$ cat config.mk
export PLATFORM = sky130hd
export DESIGN_NAME = hack_cpu_mc
export DESIGN_NICKNAME = d
export VERILOG_FILES = /design/src/rtl/hack_cpu_mc.sv
export SDC_FILE = /design/constraint.sdc
export NUM_CORES = 1
export LEC_CHECK = 0
export ABC_AREA = 1
export BUFFER_PORTS_ARGS = -buffer_cell sky130_fd_sc_hd__buf_2
export CAP_MARGIN = 5
export CORE_MARGIN = 2
export CORE_UTILIZATION = 51
export DETAILED_ROUTE_END_ITERATION = 8
export GPL_TIMING_DRIVEN = 0
export MAX_ROUTING_LAYER = met4
export PLACE_DENSITY_LB_ADDON = 0.3
export SLEW_MARGIN = 10
export SYNTH_ARGS = -nofsm -noshare
export SYNTH_HDL_FRONTEND = slang
export SYNTH_SLANG_ARGS = --single-unit
$ cat constraint.sdc
create_clock -name clk -period 3.3 [get_ports clk]
set_input_delay 0.66 -clock clk [delete_from_list [all_inputs] [get_ports clk]]
set_output_delay 0.66 -clock clk [all_outputs]
set_load 0.1 [all_outputs]
$ cat src/rtl/hack_cpu_mc.sv
// hack_cpu_mc: multicycle Hack CPU with ready/valid instruction and data ports.
// Define HACK_CPU_HALT_EN to freeze the core in HALT after a taken self-jump.
module hack_cpu_mc #(
  parameter int DATA_W = 16,
  parameter int PC_W   = 16,
  parameter int ADDR_W = 16
) (
  input  logic              clk,
  input  logic              nrst,
  output logic [PC_W-1:0]   inst_addr,
  output logic              inst_req,
  input  logic [15:0]       inst,
  input  logic              inst_valid,
  output logic [ADDR_W-1:0] data_addr,
  input  logic [DATA_W-1:0] rdata,
  output logic [DATA_W-1:0] wdata,
  output logic              re,
  output logic              we,
  input  logic              data_ready,
  output logic              retired,
  output logic              halted
);

  // state  | meaning
  // FETCH  | request word at pc, latch it into ir
  // MEM_RD | read M[A] into m_q
  // EXEC   | evaluate; commit unless the result goes to M
  // MEM_WR | write ALU result to M[A], commit on data_ready
  // HALT   | taken self-jump seen, frozen until reset
  typedef enum logic [2:0] {
    FETCH  = 3'd0,
    MEM_RD = 3'd1,
    EXEC   = 3'd2,
`ifdef HACK_CPU_HALT_EN
    MEM_WR = 3'd3,
    HALT   = 3'd4
`else
    MEM_WR = 3'd3
`endif
  } state_t;

  state_t            state_q, state_d;
  logic [PC_W-1:0]   pc_q, pc_d;
  logic [DATA_W-1:0] a_q, a_d;
  logic [DATA_W-1:0] d_q, d_d;
  logic [DATA_W-1:0] m_q, m_d;
  logic [15:0]       ir_q, ir_d;

  logic [DATA_W-1:0] alu_x0, alu_x1, alu_y0, alu_y1, alu_f, alu_out;
  logic              alu_neg, alu_zero, alu_pos, jump_taken;
  logic [PC_W-1:0]   jump_tgt, pc_inc;
  logic              commit, req_i, re_i, we_i;

  always_comb begin
    alu_x0   = ir_q[11] ? '0 : d_q;
    alu_x1   = ir_q[10] ? ~alu_x0 : alu_x0;
    alu_y0   = ir_q[9] ? '0 : (ir_q[12] ? m_q : a_q);
    alu_y1   = ir_q[8] ? ~alu_y0 : alu_y0;
    alu_f    = ir_q[7] ? (alu_x1 + alu_y1) : (alu_x1 & alu_y1);
    alu_out  = ir_q[6] ? ~alu_f : alu_f;
    alu_neg  = alu_out[DATA_W-1];
    alu_zero = (alu_out == '0);
    alu_pos  = !alu_neg && !alu_zero;
    jump_taken = ir_q[15] &&
                 ((alu_neg && ir_q[2]) || (alu_zero && ir_q[1]) || (alu_pos && ir_q[0]));
    // Target is A as it stood before this instruction writes it.
    jump_tgt = PC_W'(a_q);
    pc_inc   = pc_q + PC_W'(1);
  end

  always_comb begin
    state_d = state_q;
    pc_d    = pc_q;
    a_d     = a_q;
    d_d     = d_q;
    m_d     = m_q;
    ir_d    = ir_q;
    commit  = 1'b0;
    req_i   = 1'b0;
    re_i    = 1'b0;
    we_i    = 1'b0;

    case (state_q)
      FETCH: begin
        req_i = 1'b1;
        if (inst_valid) begin
          ir_d    = inst;
          state_d = (inst[15] && inst[12]) ? MEM_RD : EXEC;
        end
      end
      MEM_RD: begin
        re_i = 1'b1;
        if (data_ready) begin
          m_d     = rdata;
          state_d = EXEC;
        end
      end
      EXEC: begin
        if (ir_q[15] && ir_q[3]) state_d = MEM_WR;
        else                     commit  = 1'b1;
      end
      MEM_WR: begin
        we_i = 1'b1;
        if (data_ready) commit = 1'b1;
      end
`ifdef HACK_CPU_HALT_EN
      HALT: begin
      end
`endif
      default: state_d = FETCH;
    endcase

    if (commit) begin
      state_d = FETCH;
      if (!ir_q[15]) begin
        a_d  = DATA_W'(ir_q[14:0]);
        pc_d = pc_inc;
      end else begin
        if (ir_q[4]) d_d = alu_out;
        if (ir_q[5]) a_d = alu_out;
        pc_d = jump_taken ? jump_tgt : pc_inc;
`ifdef HACK_CPU_HALT_EN
        if (jump_taken && (jump_tgt == pc_q)) state_d = HALT;
`endif
      end
    end
  end

  always_ff @(posedge clk) begin
    if (!nrst) begin
      state_q <= FETCH;
      pc_q    <= '0;
      a_q     <= '0;
      d_q     <= '0;
      m_q     <= '0;
      ir_q    <= '0;
    end else begin
      state_q <= state_d;
      pc_q    <= pc_d;
      a_q     <= a_d;
      d_q     <= d_d;
      m_q     <= m_d;
      ir_q    <= ir_d;
    end
  end

  // Handshake strobes drop in the same cycle reset is applied.
  assign inst_req  = nrst && req_i;
  assign re        = nrst && re_i;
  assign we        = nrst && we_i;
  assign retired   = nrst && commit;
  assign inst_addr = pc_q;
  assign data_addr = a_q[ADDR_W-1:0];
  assign wdata     = alu_out;

`ifdef HACK_CPU_HALT_EN
  assign halted = (state_q == HALT);
`else
  assign halted = 1'b0;
`endif

endmodule
# [Word level (Yosys, flattened, before mapping)]
# Cells that the tools add are included.
[classes] n_addsub=2 eq_ne=7 n_mux=22 bitwise_logic=6 n_reduce_logical=23
[op_table] op="$mux W16" count=11
[op_table] op="$not A16 Y16" count=3
[op_table] op="$add A16 B1 Y16 const B" count=1
[op_table] op="$add A16 B16 Y16" count=1
[op_table] op="$and A16 B16 Y16" count=1
[op_table] op="$logic_not A16 Y1" count=1
[op_table] op="$pmux W3 S4" count=1
[op_table] op="$logic_and A1 B1 Y1" count=11
[op_table] op="$mux W3" count=3
[op_table] op="$ne A2 B2 Y1 const B" count=4
[op_table] op="$eq A3 B2 Y1 const B" count=2
[op_table] op="$reduce_and A2 Y1" count=3
[op_table] op="$mux W1" count=5
[op_table] op="$reduce_and A4 Y1" count=1
[op_table] op="$eq A3 B1 Y1 const B" count=1
[op_table] op="$logic_not A3 Y1" count=1
[op_table] op="$reduce_and A3 Y1" count=1
[op_table] op="$logic_not A1 Y1" count=2
[op_table] op="$logic_or A1 B1 Y1" count=2
[op_table] op="$mux W2" count=1
[op_table] op="$not A1 Y1" count=2
[op_table] op="$pmux W1 S2" count=1
[op_table] op="$reduce_or A2 Y1" count=1
[word_totals] ff_bits=83 out_inout_bits=53 word_cells=66

# [Depth between registers and ports, before layout]
[depth] ltp_word=16 mapped_depth=29 depth_no_buf=27

# [Worst setup path after synthesis]
# Ideal clock, no wire load.
[synth_timing] kind="register to register" from="register a_q[0] (netlist: data_addr[0])" to="register pc_q[10] (netlist: inst_addr[10])" setup_time_ns=0.116 arrival_time_ns=4.346 required_ns=3.184 slack_ns=-1.162 stages_incl_launch_ff=25 n_path_buf=1 period_less_slack_ns=4.462 path_cell_list="dfxtp_1 -> inv_1 -> a21oi_1 -> o21ai_0 -> xor2_1 -> ha_1 -> inv_1 -> fa_1 -> inv_1 -> nand2_1 -> nand2_1 -> o21ai_0 -> nand2_1 -> nand2_1 -> nor2_1 -> nand3_1 -> nor2_1 -> nand2_1 -> nor2_2 -> nand4_2 -> nand3_4 -> buf_2 -> nand3_1 -> nand3_1 -> nand2_1"
[synth_between] elab_chain_len=16 word_cells_on_any_way=21 cone_classes="add/sub (1); mux (7); bitwise (3); reduce/logical (10)"
[synth_rtl] item="start, declared" line="44" source="logic [DATA_W-1:0] a_q, a_d;"
[synth_rtl] item="start signal, assigned" line="133" source="a_q <= '0;"
[synth_rtl] item="start signal, assigned" line="140" source="a_q <= a_d;"
[synth_rtl] item="$mux W16 * (2 in series)" line="57" source="alu_y0 = ir_q[9] ? '0 : (ir_q[12] ? m_q : a_q);"
[synth_rtl] item="$not A16 Y16" line="58" source="alu_y1 = ir_q[8] ? ~alu_y0 : alu_y0;"
[synth_rtl] item="$mux W16 *" line="58"
[synth_rtl] item="$add A16 B16 Y16 *" line="59" source="alu_f = ir_q[7] ? (alu_x1 + alu_y1) : (alu_x1 & alu_y1);"
[synth_rtl] item="$mux W16 *" line="59"
[synth_rtl] item="$not A16 Y16" line="60" source="alu_out = ir_q[6] ? ~alu_f : alu_f;"
[synth_rtl] item="$mux W16 *" line="60"
[synth_rtl] item="named net wdata[2]" line="16" source="output logic [DATA_W-1:0] wdata,"
[synth_rtl] item="$logic_not A16 Y1 *" line="62" source="alu_zero = (alu_out == '0);"
[synth_rtl] item="$logic_not A1 Y1" line="63" source="alu_pos = !alu_neg && !alu_zero;"
[synth_rtl] item="$logic_and A1 B1 Y1" line="63"
[synth_rtl] item="$logic_and A1 B1 Y1" line="65" source="((alu_neg && ir_q[2]) || (alu_zero && ir_q[1]) || (alu_pos && ir_q[0]));"
[synth_rtl] item="$logic_or A1 B1 Y1 *" line="65"
[synth_rtl] item="$logic_and A1 B1 Y1 *" line="64" source="jump_taken = ir_q[15] &&"
[synth_rtl] item="$mux W16 *" line="121" source="pc_d = jump_taken ? jump_tgt : pc_inc;"
[synth_rtl] item="$mux W16 *" line="115" source="if (!ir_q[15]) begin"
[synth_rtl] item="end signal, assigned" line="139" source="pc_q <= pc_d;"
[synth_rtl] item="end, declared" line="43" source="logic [PC_W-1:0] pc_q, pc_d;"
# The timed path passes the listed nets; every way through them passes the cells marked *.
# A chain may end at the register's enable or synchronous reset.

# [Worst setup path after layout]
[layout_timing] from="register ir_q[12]" to="output wdata[8]"
[layout_between] elab_chain_len=8 word_cells_on_any_way=9 cone_classes="add/sub (1); mux (5); bitwise (3)"
[layout_rtl] item="start, declared" line="47" source="logic [15:0] ir_q, ir_d;"
[layout_rtl] item="start signal, assigned" line="143" source="ir_q <= ir_d;"
[layout_rtl] item="$mux W16 * (2 in series)" line="57"
[layout_rtl] item="$not A16 Y16" line="58"
[layout_rtl] item="$mux W16 *" line="58"
[layout_rtl] item="$add A16 B16 Y16 or $and A16 B16 Y16 (tied branches)" line="59"
[layout_rtl] item="$mux W16 *" line="59"
[layout_rtl] item="$not A16 Y16" line="60"
[layout_rtl] item="$mux W16 *" line="60"
[layout_rtl] item="end, declared" line="16"
# Every way passes the cells marked *; elsewhere a longest branch is shown, timed or not.

==> results.sh <==
export IMPL_status="finished with violations"
export IMPL_violations="setup timing"
export IMPL_synth_edff_count=0
export IMPL_grt_first_pass_wirelength_um=31910
export IMPL_crit_path_frequent_cell="nand2_1"
export IMPL_hold_viol=0
export IMPL_synthArstFlopShare_pct=0
export IMPL_cts_made_buffers=9
export IMPL_vdd_drop_max_v=0.001095
export IMPL_io_pin_count=89
export IMPL_insertion_delay_ns=0.35
export IMPL_dr_pass1_iters=5
export IMPL_nets=1167
export IMPL_rsz0062_at_grt="true"
export IMPL_port_buffers=87
export IMPL_setup_worst_path_end_class="primary output"
export IMPL_synth_distinct_cells=40
export IMPL_synth_ff_type="dfxtp_1"
export IMPL_grt_start_max_net_pins=15
export IMPL_drc_errors=0
export IMPL_fmax_ghz=0.2611
export IMPL_holdWs_ns=0.4685
export IMPL_fp_row_count=39
export IMPL_leakagePower_uw=0.004107
export IMPL_drive_gt1_share_pct=35.64
export IMPL_drt_iter0_drc=710
export IMPL_critPathBufInv=6
export IMPL_multi_input_area_sq_um=4240
export IMPL_holdBufCountCts=0
export IMPL_antenna_cells=0
export IMPL_regArea_sq_um=1704
export IMPL_final_common_cell="nand2_1"
export IMPL_hpwl_um=14340
export IMPL_viasPerCell=5.615
export IMPL_antenna_found_initial=0
export IMPL_slew_headroom_pct=49.26
export IMPL_slew_violations=0
export IMPL_tightest_slew_ns=0.7584
export IMPL_ys_seq_area_share_pct=27.55
export IMPL_final_setup_worst_slack_ns=-0.5301
export IMPL_start_util_pct=52.19
export IMPL_grt_pass1_vias=6343
export IMPL_post_dp_cell_area_sq_um=6728
export IMPL_area_delta_synth_final_pct=41.78
export IMPL_ys_seq_elements=82
export IMPL_cts_buffer_depth=2
export IMPL_critPathMaxFanout=5
export IMPL_clkTransAtPathRegs_ns=0.06
export IMPL_root_buffer="clkbuf_16"
export IMPL_period_minus_slack_ns=3.830
export IMPL_coreArea_sq_um=11420
export IMPL_power_uw=9169
export IMPL_clock_sinks=82
export IMPL_place_gp_congestion=0.9949
export IMPL_syn_inst=949
export IMPL_final_util_pct=74.00
export IMPL_worstSetupPathType="flop to primary output"
export IMPL_die_w_um=112.1
export IMPL_htreeDepth=3
export IMPL_cpLargestDelayFamily="simple AND/OR/NAND/NOR gates"
export IMPL_cpMaxStageDelayCell="fa_2"
export IMPL_period_share_pct=116.1
export IMPL_critical_path_max_stage_delay_ns=0.39
export IMPL_antenna_left=0
export IMPL_wl_per_cell_um=16.90
export IMPL_dp_slack_ns=-0.7673
export IMPL_setup_viol=31
export IMPL_crit_chain="inv_4 > buf_8 > a21oi_4 > o21ai_4 > xor2_2 > ha_2 > inv_2 > fa_2 > inv_4 > nand3_4 > nand2_4 > nand2_2 > nand2_1 > nand2_1 > nand2_1 > nand2_1 > nand2_1 > nand2_1 > nand2_2 > clkinvlp_4 > buf_12"
export IMPL_fin_skew_ns=0.006919
export IMPL_gr_total_overflow=0
export IMPL_fin_area_sq_um=8449
export IMPL_syn_avg_cell_area_sq_um=6.280
export IMPL_routed_wirelength_um=21250
export IMPL_arrival_ns=3.17
export IMPL_n_fill_cell=878
export IMPL_cap_violations=0
export IMPL_required_ns=2.64
export IMPL_cp_start_kind="flop"
export IMPL_grt_usage_pct=32.65
export IMPL_die_area_sq_um=12570
export IMPL_layout_common_cells="nand2_1 (200), inv_1 (109), buf_2 (80)"
export IMPL_die_height_um=112.1
export IMPL_powerDensity_nw_per_um2=1085
export IMPL_num_vias=7058
export IMPL_syn_area_sq_um=5959
export IMPL_worstHoldPathType="flop to flop"
export IMPL_yosys_warnings=0
export IMPL_cts_tree="yes"
export IMPL_synth_nets=1007
-- power breakdown --
group          internal (uW)  total, uW  leakage, uW  switching (uW)
Sequential              1180       1330     0.000680             149
Combinational           2370       6830      0.00329            4460
Clock                    588       1010     0.000139             421
Total                   4140       9170      0.00411            5030
-- cells by family after synthesis --
logic type               synth area share [%]
AO/OA/AOI/OAI                           14.07
XOR/XNOR                                7.348
adder cells (fa/ha/maj)                 4.745
buffers and inverters                   12.41
flip-flops                              27.55
other                                 0.06293
AND/OR/NAND/NOR                         33.82
-- repair_timing --
action                     in CTS  in global routing
buffers inserted               51                 10
setup endpoints to repair      33                 33
cloned                          2                  0
resized for setup             184                 49
pin swaps                      51                 25
-- worst min-delay path: stages, from the launching register on --
cell,delay [ns]
dfxtp_1,0.32
nand2_1,0.06
nand2_1,0.04
-- state kept, by name (all words and copies together) (netlist names) --
register	flops
d_q	16
inst_addr	16
data_addr	16
ir_q	16
state_q	2
m_q	16
-- synth_stat cells (7+ instances only) --
cell type,instances,area [sq um]
a21oi_1,63,315.3
nand2_1,235,882.1
o211ai_1,15,112.6
xor2_1,45,394.1
nand4_1,7,43.79
inv_1,137,514.2
nand2_2,27,168.9
o21ai_0,70,350.3
nor2_1,67,251.5
ha_1,21,262.8
nand3_1,91,455.4
buf_2,10,50.05
clkbuf_1,30,112.6
dfxtp_1,82,1642
-- per-layer routing --
layer / wire length [um] / global-route usage (%) / share of wire, % / up-vias
met1: 8715 / 41.31 / 41 / 3249
li1: - / - / - / 3322
met3: 1750 / 5.778 / 8.2 / 94
met4: 1049 / 14.31 / 4.9 / 0
met5: 0 / - / 0 / -
met2: 9732 / 51.37 / 46 / 393
-- per-stage QoR --
stage / TNS [ns] / instances
floorplan: -1.377 / 949
global placement: -15.93 / 1179
detailed placement: -16.84 / 1179
CTS: -8.389 / 1247
global route: -14.86 / 1257
finish: -11.55 / 1257
-- final cells by class --
| type | instances | share of cell area [%] |
|---|---|---|
| Inverter | 142 | 6.812 |
| Clock inverter | 6 | 0.7700 |
| Clock buffer | 10 | 2.710 |
| Timing Repair Buffer | 150 | 13.92 |
| Buffer | 43 | 3.317 |
| Multi-Input combinational cell | 681 | 50.19 |
| Tap cell | 143 | 2.118 |
| Sequential cell | 82 | 20.17 |
-- final timing paths --
check	cells after the start	slack [ns]	to	from
worst max-delay path	21	-0.53	wdata[8]	ir_q[12]
worst min-delay path	2	0.47	inst_addr[8]	inst_addr[8]
worst max register to register	29	-0.45	inst_addr[10]	ir_q[12]
worst min register to register	2	0.47	inst_addr[8]	inst_addr[8]
(Power assumes the default switching activity.)
